==> config.mk <==
export PLATFORM = sky130hd
export DESIGN_NAME = fp_coproc_issue
export DESIGN_NICKNAME = d
export VERILOG_FILES = /design/src/rtl/fp_coproc_pkg.sv /design/src/rtl/fp_issue_lat_cnt.sv /design/src/rtl/fp_coproc_issue.sv
export SDC_FILE = /design/constraint.sdc
export NUM_CORES = 1
export LEC_CHECK = 0
export CORE_AREA = 5 5 150 80
export CTS_CLUSTER_SIZE = 8
export DETAILED_ROUTE_END_ITERATION = 12
export DIE_AREA = 0 0 155 85
export GPL_TIMING_DRIVEN = 0
export PLACE_DENSITY = 0.71
export SLEW_MARGIN = 40
export SYNTH_ARGS = -nofsm -noshare
export SYNTH_HDL_FRONTEND = slang
export SYNTH_SLANG_ARGS = --single-unit
export TNS_END_PERCENT = 100
==> constraint.sdc <==
create_clock -name clk -period 4 [get_ports clk]
set_input_delay 1 -clock clk [delete_from_list [all_inputs] [get_ports clk]]
set_output_delay 1 -clock clk [all_outputs]
set_load 0.02 [all_outputs]
==> src/rtl/fp_coproc_pkg.sv <==
// ---------------------------------------------------------------------------
// fp_coproc_pkg
// Shared definitions for the FP coprocessor issue slice: FSM state type,
// operation codes, rounding-mode codes and default widths.
// ---------------------------------------------------------------------------
package fp_coproc_pkg;

   typedef enum logic [1:0] {
      FP_IDLE = 2'd0,
      FP_WAIT = 2'd1,
      FP_RESP = 2'd2
   } fp_state_e;

   localparam logic       FP_OP_ADD = 1'b0;
   localparam logic       FP_OP_MUL = 1'b1;

   localparam logic [2:0] FP_RND_RNE = 3'd0;
   localparam logic [2:0] FP_RND_RTZ = 3'd1;
   localparam logic [2:0] FP_RND_RDN = 3'd2;
   localparam logic [2:0] FP_RND_RUP = 3'd3;
   localparam logic [2:0] FP_RND_RMM = 3'd4;

   localparam int FP_DATA_WIDTH_DEF = 16;
   localparam int FP_STATUS_BIT_DEF = 8;
   localparam int FP_LATENCY_DEF    = 2;
   localparam int FP_CNT_W          = 4;   // holds LATENCY up to 15

endpackage

==> src/rtl/fp_issue_lat_cnt.sv <==
// ---------------------------------------------------------------------------
// fp_issue_lat_cnt
// Latency down-counter for the issue FSM. Load has priority over decrement;
// the count saturates at zero and o_done flags the zero state.
//   clk        : clock, rising edge
//   rst        : asynchronous reset, active low
//   i_load     : load i_load_val
//   i_load_val : value to load
//   i_dec      : decrement by one (ignored at zero)
//   o_done     : count is zero
// ---------------------------------------------------------------------------
module fp_issue_lat_cnt
   import fp_coproc_pkg::*;
#(
   parameter int CNT_W = FP_CNT_W
) (
   input  logic             clk,
   input  logic             rst,
   input  logic             i_load,
   input  logic [CNT_W-1:0] i_load_val,
   input  logic             i_dec,
   output logic             o_done
);

   logic [CNT_W-1:0] r_count;

   always_ff @(posedge clk or negedge rst) begin
      if (!rst) begin
         r_count <= '0;
      end else if (i_load) begin
         r_count <= i_load_val;
      end else if (i_dec && (r_count != '0)) begin
         r_count <= r_count - CNT_W'(1);
      end
   end

   assign o_done = (r_count == '0);

endmodule

==> src/rtl/fp_coproc_issue.sv <==
// ---------------------------------------------------------------------------
// fp_coproc_issue
// Issues one FP request at a time to a fixed-latency coprocessor and returns
// the captured result with a valid/ready handshake.
//   clk, rst            : clock (rising) / async reset (active low)
//   req_*               : request handshake, operands, op, rounding, rd tag
//   cp_*_o              : registered operands/op/rnd to coprocessor
//   cp_data_i/status_i  : coprocessor result, sampled LATENCY+1 edges after
//                         acceptance
//   rsp_*               : response handshake, captured data/status/rd
//   busy_o              : not idle
// Optional: define FP_STICKY_STATUS_EN to add sticky_clr_i / sticky_status_o
// (accumulated OR of captured status).
// ---------------------------------------------------------------------------
module fp_coproc_issue
   import fp_coproc_pkg::*;
#(
   parameter int DATA_WIDTH = FP_DATA_WIDTH_DEF,
   parameter int STATUS_BIT = FP_STATUS_BIT_DEF,
   parameter int LATENCY    = FP_LATENCY_DEF
) (
   input  logic                  clk,
   input  logic                  rst,
   input  logic                  req_valid_i,
   output logic                  req_ready_o,
   input  logic                  req_op_i,
   input  logic [2:0]            req_rnd_i,
   input  logic [DATA_WIDTH-1:0] req_a_i,
   input  logic [DATA_WIDTH-1:0] req_b_i,
   input  logic [3:0]            req_rd_i,
   output logic [DATA_WIDTH-1:0] cp_input1_o,
   output logic [DATA_WIDTH-1:0] cp_input2_o,
   output logic                  cp_op_o,
   output logic [2:0]            cp_rnd_o,
   input  logic [DATA_WIDTH-1:0] cp_data_i,
   input  logic [STATUS_BIT-1:0] cp_status_i,
   output logic                  rsp_valid_o,
   input  logic                  rsp_ready_i,
   output logic [DATA_WIDTH-1:0] rsp_data_o,
   output logic [STATUS_BIT-1:0] rsp_status_o,
   output logic [3:0]            rsp_rd_o,
   output logic                  busy_o
`ifdef FP_STICKY_STATUS_EN
   ,
   input  logic                  sticky_clr_i,
   output logic [STATUS_BIT-1:0] sticky_status_o
`endif
);

   localparam logic [FP_CNT_W-1:0] LAT_LOAD = FP_CNT_W'(LATENCY);

   fp_state_e             r_state;
   logic [DATA_WIDTH-1:0] r_cp_a;
   logic [DATA_WIDTH-1:0] r_cp_b;
   logic                  r_cp_op;
   logic [2:0]            r_cp_rnd;
   logic [3:0]            r_rd;
   logic [DATA_WIDTH-1:0] r_rsp_data;
   logic [STATUS_BIT-1:0] r_rsp_status;
   logic [3:0]            r_rsp_rd;

   logic w_accept;
   logic w_done;
   logic w_in_wait;
   logic w_capture;

   assign req_ready_o = (r_state == FP_IDLE) || ((r_state == FP_RESP) && rsp_ready_i);
   assign w_accept    = req_valid_i && req_ready_o;
   assign w_in_wait   = (r_state == FP_WAIT);
   // Counter reaches zero on the LATENCY-th WAIT edge; the next edge captures.
   assign w_capture   = w_in_wait && w_done;

   fp_issue_lat_cnt #(
      .CNT_W (FP_CNT_W)
   ) u_lat_cnt (
      .clk        (clk),
      .rst        (rst),
      .i_load     (w_accept),
      .i_load_val (LAT_LOAD),
      .i_dec      (w_in_wait && !w_done),
      .o_done     (w_done)
   );

   always_ff @(posedge clk or negedge rst) begin
      if (!rst) begin
         r_state <= FP_IDLE;
      end else begin
         unique case (r_state)
            FP_IDLE: if (w_accept)  r_state <= FP_WAIT;
            FP_WAIT: if (w_done)    r_state <= FP_RESP;
            FP_RESP: begin
               // Back-to-back acceptance skips IDLE entirely.
               if (w_accept)         r_state <= FP_WAIT;
               else if (rsp_ready_i) r_state <= FP_IDLE;
            end
            default:                 r_state <= FP_IDLE;
         endcase
      end
   end

   always_ff @(posedge clk or negedge rst) begin
      if (!rst) begin
         r_cp_a       <= '0;
         r_cp_b       <= '0;
         r_cp_op      <= FP_OP_ADD;
         r_cp_rnd     <= FP_RND_RNE;
         r_rd         <= '0;
         r_rsp_data   <= '0;
         r_rsp_status <= '0;
         r_rsp_rd     <= '0;
      end else begin
         if (w_accept) begin
            r_cp_a   <= req_a_i;
            r_cp_b   <= req_b_i;
            r_cp_op  <= req_op_i;
            r_cp_rnd <= req_rnd_i;
            r_rd     <= req_rd_i;
         end
         if (w_capture) begin
            r_rsp_data   <= cp_data_i;
            r_rsp_status <= cp_status_i;
            r_rsp_rd     <= r_rd;
         end
      end
   end

`ifdef FP_STICKY_STATUS_EN
   logic [STATUS_BIT-1:0] r_sticky;

   always_ff @(posedge clk or negedge rst) begin
      if (!rst) begin
         r_sticky <= '0;
      end else if (w_capture) begin
         // A same-edge clear drops history but keeps the new status.
         r_sticky <= (sticky_clr_i ? '0 : r_sticky) | cp_status_i;
      end else if (sticky_clr_i) begin
         r_sticky <= '0;
      end
   end

   assign sticky_status_o = r_sticky;
`endif

   assign cp_input1_o  = r_cp_a;
   assign cp_input2_o  = r_cp_b;
   assign cp_op_o      = r_cp_op;
   assign cp_rnd_o     = r_cp_rnd;
   assign rsp_valid_o  = (r_state == FP_RESP);
   assign rsp_data_o   = r_rsp_data;
   assign rsp_status_o = r_rsp_status;
   assign rsp_rd_o     = r_rsp_rd;
   assign busy_o       = (r_state != FP_IDLE);

endmodule

# Yosys cells after proc, flatten, opt, wreduce, memory -nomap -nowiden
# Cells that the tools add are included.
# classes
addsub,1
n_eq_ne,5
muxes,7
n_reduce_logical,13
# ops
cell,n
$mux 2,4
$mux 4,2
$pmux 2 s3,1
$logic_and 1x1->1,5
$logic_not 4->1,1
$reduce_bool 2->1,2
$reduce_bool 4->1,1
$sub 4x1->4 const B,1
$ne 3x1->1 const B,1
$reduce_and 3->1,1
$eq 2x1->1 const B,1
$eq 2x2->1 const B,1
$logic_not 2->1,1
$ne 2x1->1 const B,1
$ne 2x2->1 const B,1
$logic_not 1->1,1
$logic_or 1x1->1,1
# word_totals
regBits,74
input_bits,68
out_inout_bits,67
elab_cells,36

# Depth between registers and ports, before layout
# depth
depth_word,6
ltp_mapped,7
ltp_nobuf,5

# Cells and area by module
# Synthesis repeated with hierarchy kept, for this count alone.
# unflattened
cells_unflattened,186
area_unflattened_um2,2981.6
# by_module_without_submodules
mod,instances,cells_each,area_each_um2,seq_area_each_um2
fp_coproc_issue,1,159,2711.4,1751.7
fp_issue_lat_cnt,1,27,270.3,100.1

# Least setup slack after synthesis
# OpenSTA, ideal clock, no wires.
# synth_timing
path_type,input-to-output
startpoint,input port rsp_ready_i
endpoint,output port req_ready_o
t_arrival_ns,1.306
t_required_ns,3.000
path_slack_ns,1.694
path_stages,2
path_buffers,0
path_cell_list,nor2b_4 nor2_1
# synth_via
elab_chain_len,2
# synth_lines
item,line_no,source
"start, declared",fp_coproc_issue.sv:38,"input logic rsp_ready_i,"
$logic_and 1x1->1,fp_coproc_issue.sv:67,assign req_ready_o = (r_state == FP_IDLE) || ((r_state == FP_RESP) && rsp_ready_i);
$logic_or 1x1->1,fp_coproc_issue.sv:67,
"end, declared",fp_coproc_issue.sv:25,"output logic req_ready_o,"
# No other way between the ends.

# Worst setup path after layout
# Ends and elaborated chain as after synthesis.

==> impl_metrics.py <==
metrics = {
    "grt": {
        "gr-total-overflow": 0,
        "grt_start_max_net_pins": 40,
        "grt_pass1_vias": 2135,
        "grt_usage_pct": 11.3,
        "antenna_found_initial": 0,
        "grt_pass1_wl_um": 11600,
    },
    "power_and_ir_drop": {
        "p_leak_uw": 0.00216,
        "power.density_nw_per_um2": 880,
        "vdd_drop_max_uv": 382,
        "power_uw": 4330,
    },
    "cells_and_area": {
        "final_cell_count_no_fill": 475,
        "antenna_cells": 0,
        "syn2layout_area_growth_pct": 59.3,
        "post-route-util_pct": 46.2,
        "drive_gt1_share_pct": 29.4,
        "num-nets-final": 396,
    },
    "clock_network": {
        "cts_buffer_depth": 2,
        "insertion_delay_ns": 0.32,
        "cts_max_level": 3,
        "postCtsSetupBuffers": 0,
        "cts_tree": "built",
        "root_buffer": "clkbuf_16",
        "clock_sinks": 74,
        "clk_pin_slew_worst_paths_ns": 0.05,
        "numCtsBuffers": 9,
        "holdBufCountCts": 0,
        "ctsResizeCount": 0,
    },
    "critical_path": {
        "required_ns": 3.00,
        "critPathCaptureType": "output port",
        "cp.arrival_ns": 2.29,
        "path_max_fanout": 3,
        "worstSetupPathType": "in -> out",
        "start_kind": "input pin",
    },
    "synthesis": {
        "yosysSeqAreaShare_pct": 60.0,
        "synth.top_cell.area_share_pct": 60.0,
        "syn_nets": 250,
        "synthArstFlopShare_pct": 100,
        "synth_cell_types": 23,
        "netlist_top_cells_area": "dfrtp_1 (60%), mux2_4 (18%), mux2_2 (11%)",
        "yosys.area.top_type": "dfrtp_1",
        "synthTopCellsByCount": "dfrtp_1 (74), mux2_4 (38), mux2_2 (30)",
        "syn-cell-area_um2": 3090,
        "ys_ff_latch": 74,
        "synth_cells": 180,
        "synth_edf_count": 0,
        "yosysWarningCount": 0,
        "yosys_most_used_dff": "dfrtp_1",
        "syn_area_per_cell_um2": 17.1,
        "synth_most_common_cell": "dfrtp_1",
    },
    "floorplan": {
        "io_pins": 135,
        "initial_core_util_pct": 29.0,
        "num_rows": 27,
        "dieArea_um2": 13200,
        "fp.coreArea_um2": 10600,
        "die-width_um": 155,
        "die_h_um": 85,
    },
    "timing": {
        "worstMarginPinSlew_ns": 0.403,
        "clock_skew_ns": 0.00715,
        "rsz0062_at_grt": "no",
        "drv_slew": 0,
        "setup_tns_ns": 0,
        "max_freq_mhz": 304,
        "finalCriticalPeriod_ns": 3.29,
        "layout_worst_path_cycle_share_pct": 82.4,
        "setup-violations-final": 0,
        "finalHoldViolCount": 0,
        "maxSlewHeadroom_pct": 73.1,
    },
    "status": {
        "status": "completed",
    },
    "place": {
        "port_buffers": 134,
        "place_congestion": 0.731,
        "dpl.cell_count": 460,
        "dpl.hpwl_um": 5490,
    },
    "drt": {
        "wirelength_um": 7430,
        "dr.pass1.iters": 4,
        "drc": 0,
        "routedWlPerCell_um": 15.6,
        "vias": 1985,
        "drtIter0Drc": 68,
        "via_per_inst": 4.18,
        "final_antenna_net_count": 0,
    },
    "min_path": {
        "min_path_type": "reg -> reg",
    },
    "flow_run": {
        "max-cap-violations": 0,
    },
}
[placed cells by master, fill, tap and decap left out, drive strengths merged]
master and n:
or3b 1, clkinvlp 1, bufinv 1, or3 2
clkinv 3, inv 4, ha 2, nand2b 2
o21ai 6, a21oi 3, clkbuf 10, dfrtp 74
o311ai 1, nor3b 2, nor2b 1, nor2 1
or4 2, or2b 1, clkdlybuf4s50 133, buf 11
mux2 68, or2 1
[sequential cells by signal (all words and copies together) (netlist names)]
signal / flops
cp_input1_o: 16
cp_input2_o: 16
rsp_data_o: 16
rsp_status_o: 8
r_rd: 4
rsp_rd_o: 4
u_lat_cnt.r_count: 4
cp_rnd_o: 3
r_state: 2
cp_op_o: 1
[through the flow]
step	hold slack, ns	cell area, um^2	setup slack [ns]
floorplan	0.477	3090	1.69
global placement	0.487	4610	-0.687
detailed placement	0.491	4630	0.702
CTS	0.505	4920	0.695
global route	0.517	4920	0.654
finish	0.502	4920	0.705
[cell type report]
type | instances | area [um^2]
fill | 938 | 5730
sequential | 74 | 1850
timing repair buffer | 135 | 1360
multi-input combinational | 93 | 1100
clock buffer | 10 | 229
tap | 145 | 181
buffer | 9 | 119
clock inverter | 5 | 56.3
inverter | 4 | 15.0
[final timing paths]
| check | from | endpoint | slack, ns | cells after the start |
|---|---|---|---|---|
| worst max register to register | u_lat_cnt.r_count[0]$_DFFE_PN0P_ | rsp_data_o[13]$_DFFE_PN0P_ | 2.23 | 7 |
| worst max-delay path | rsp_ready_i | req_ready_o | 0.71 | 4 |
| max in group asynchronous | rst | cp_input1_o[9]$_DFFE_PN0N_ | 2.91 | 2 |
| worst min register to register | rsp_rd_o[1]$_DFFE_PN0P_ | rsp_rd_o[1]$_DFFE_PN0P_ | 0.50 | 1 |
| min in group asynchronous | rst | rsp_data_o[10]$_DFFE_PN0P_ | 0.56 | 1 |
| worst min-delay path | rsp_rd_o[1]$_DFFE_PN0P_ | rsp_rd_o[1]$_DFFE_PN0P_ | 0.50 | 1 |
[critical path: stages]
cell and delay [ns]:
clkdlybuf4s50_1 0.54, nor2b_4 0.06, nor2_1 0.08, clkdlybuf4s50_1 0.61
[logic make-up after synthesis]
| group | share of synthesized area [%] |
|---|---|
| mux | 29.4 |
| buf+inv | 4.34 |
| fa+ha+maj | 0.811 |
| flops | 60.0 |
| simple gates | 3.69 |
| compound gates | 1.74 |
[where the power goes]
part	internal [uW]	switching (uW)	total, uW	leakage [uW]
logic	1270	931	2200	0.00115
registers	1140	214	1350	0.000872
clock network	478	301	779	0.000138
[per-layer routing]
metal	up-vias	track usage, %	wire length (um)
met5	-	0	0
met4	0	3.37	89
met3	10	6.06	777
met2	94	15.2	2900
met1	956	15.7	3650
li1	925	-	-
Power figures use the tool's default switching activity.
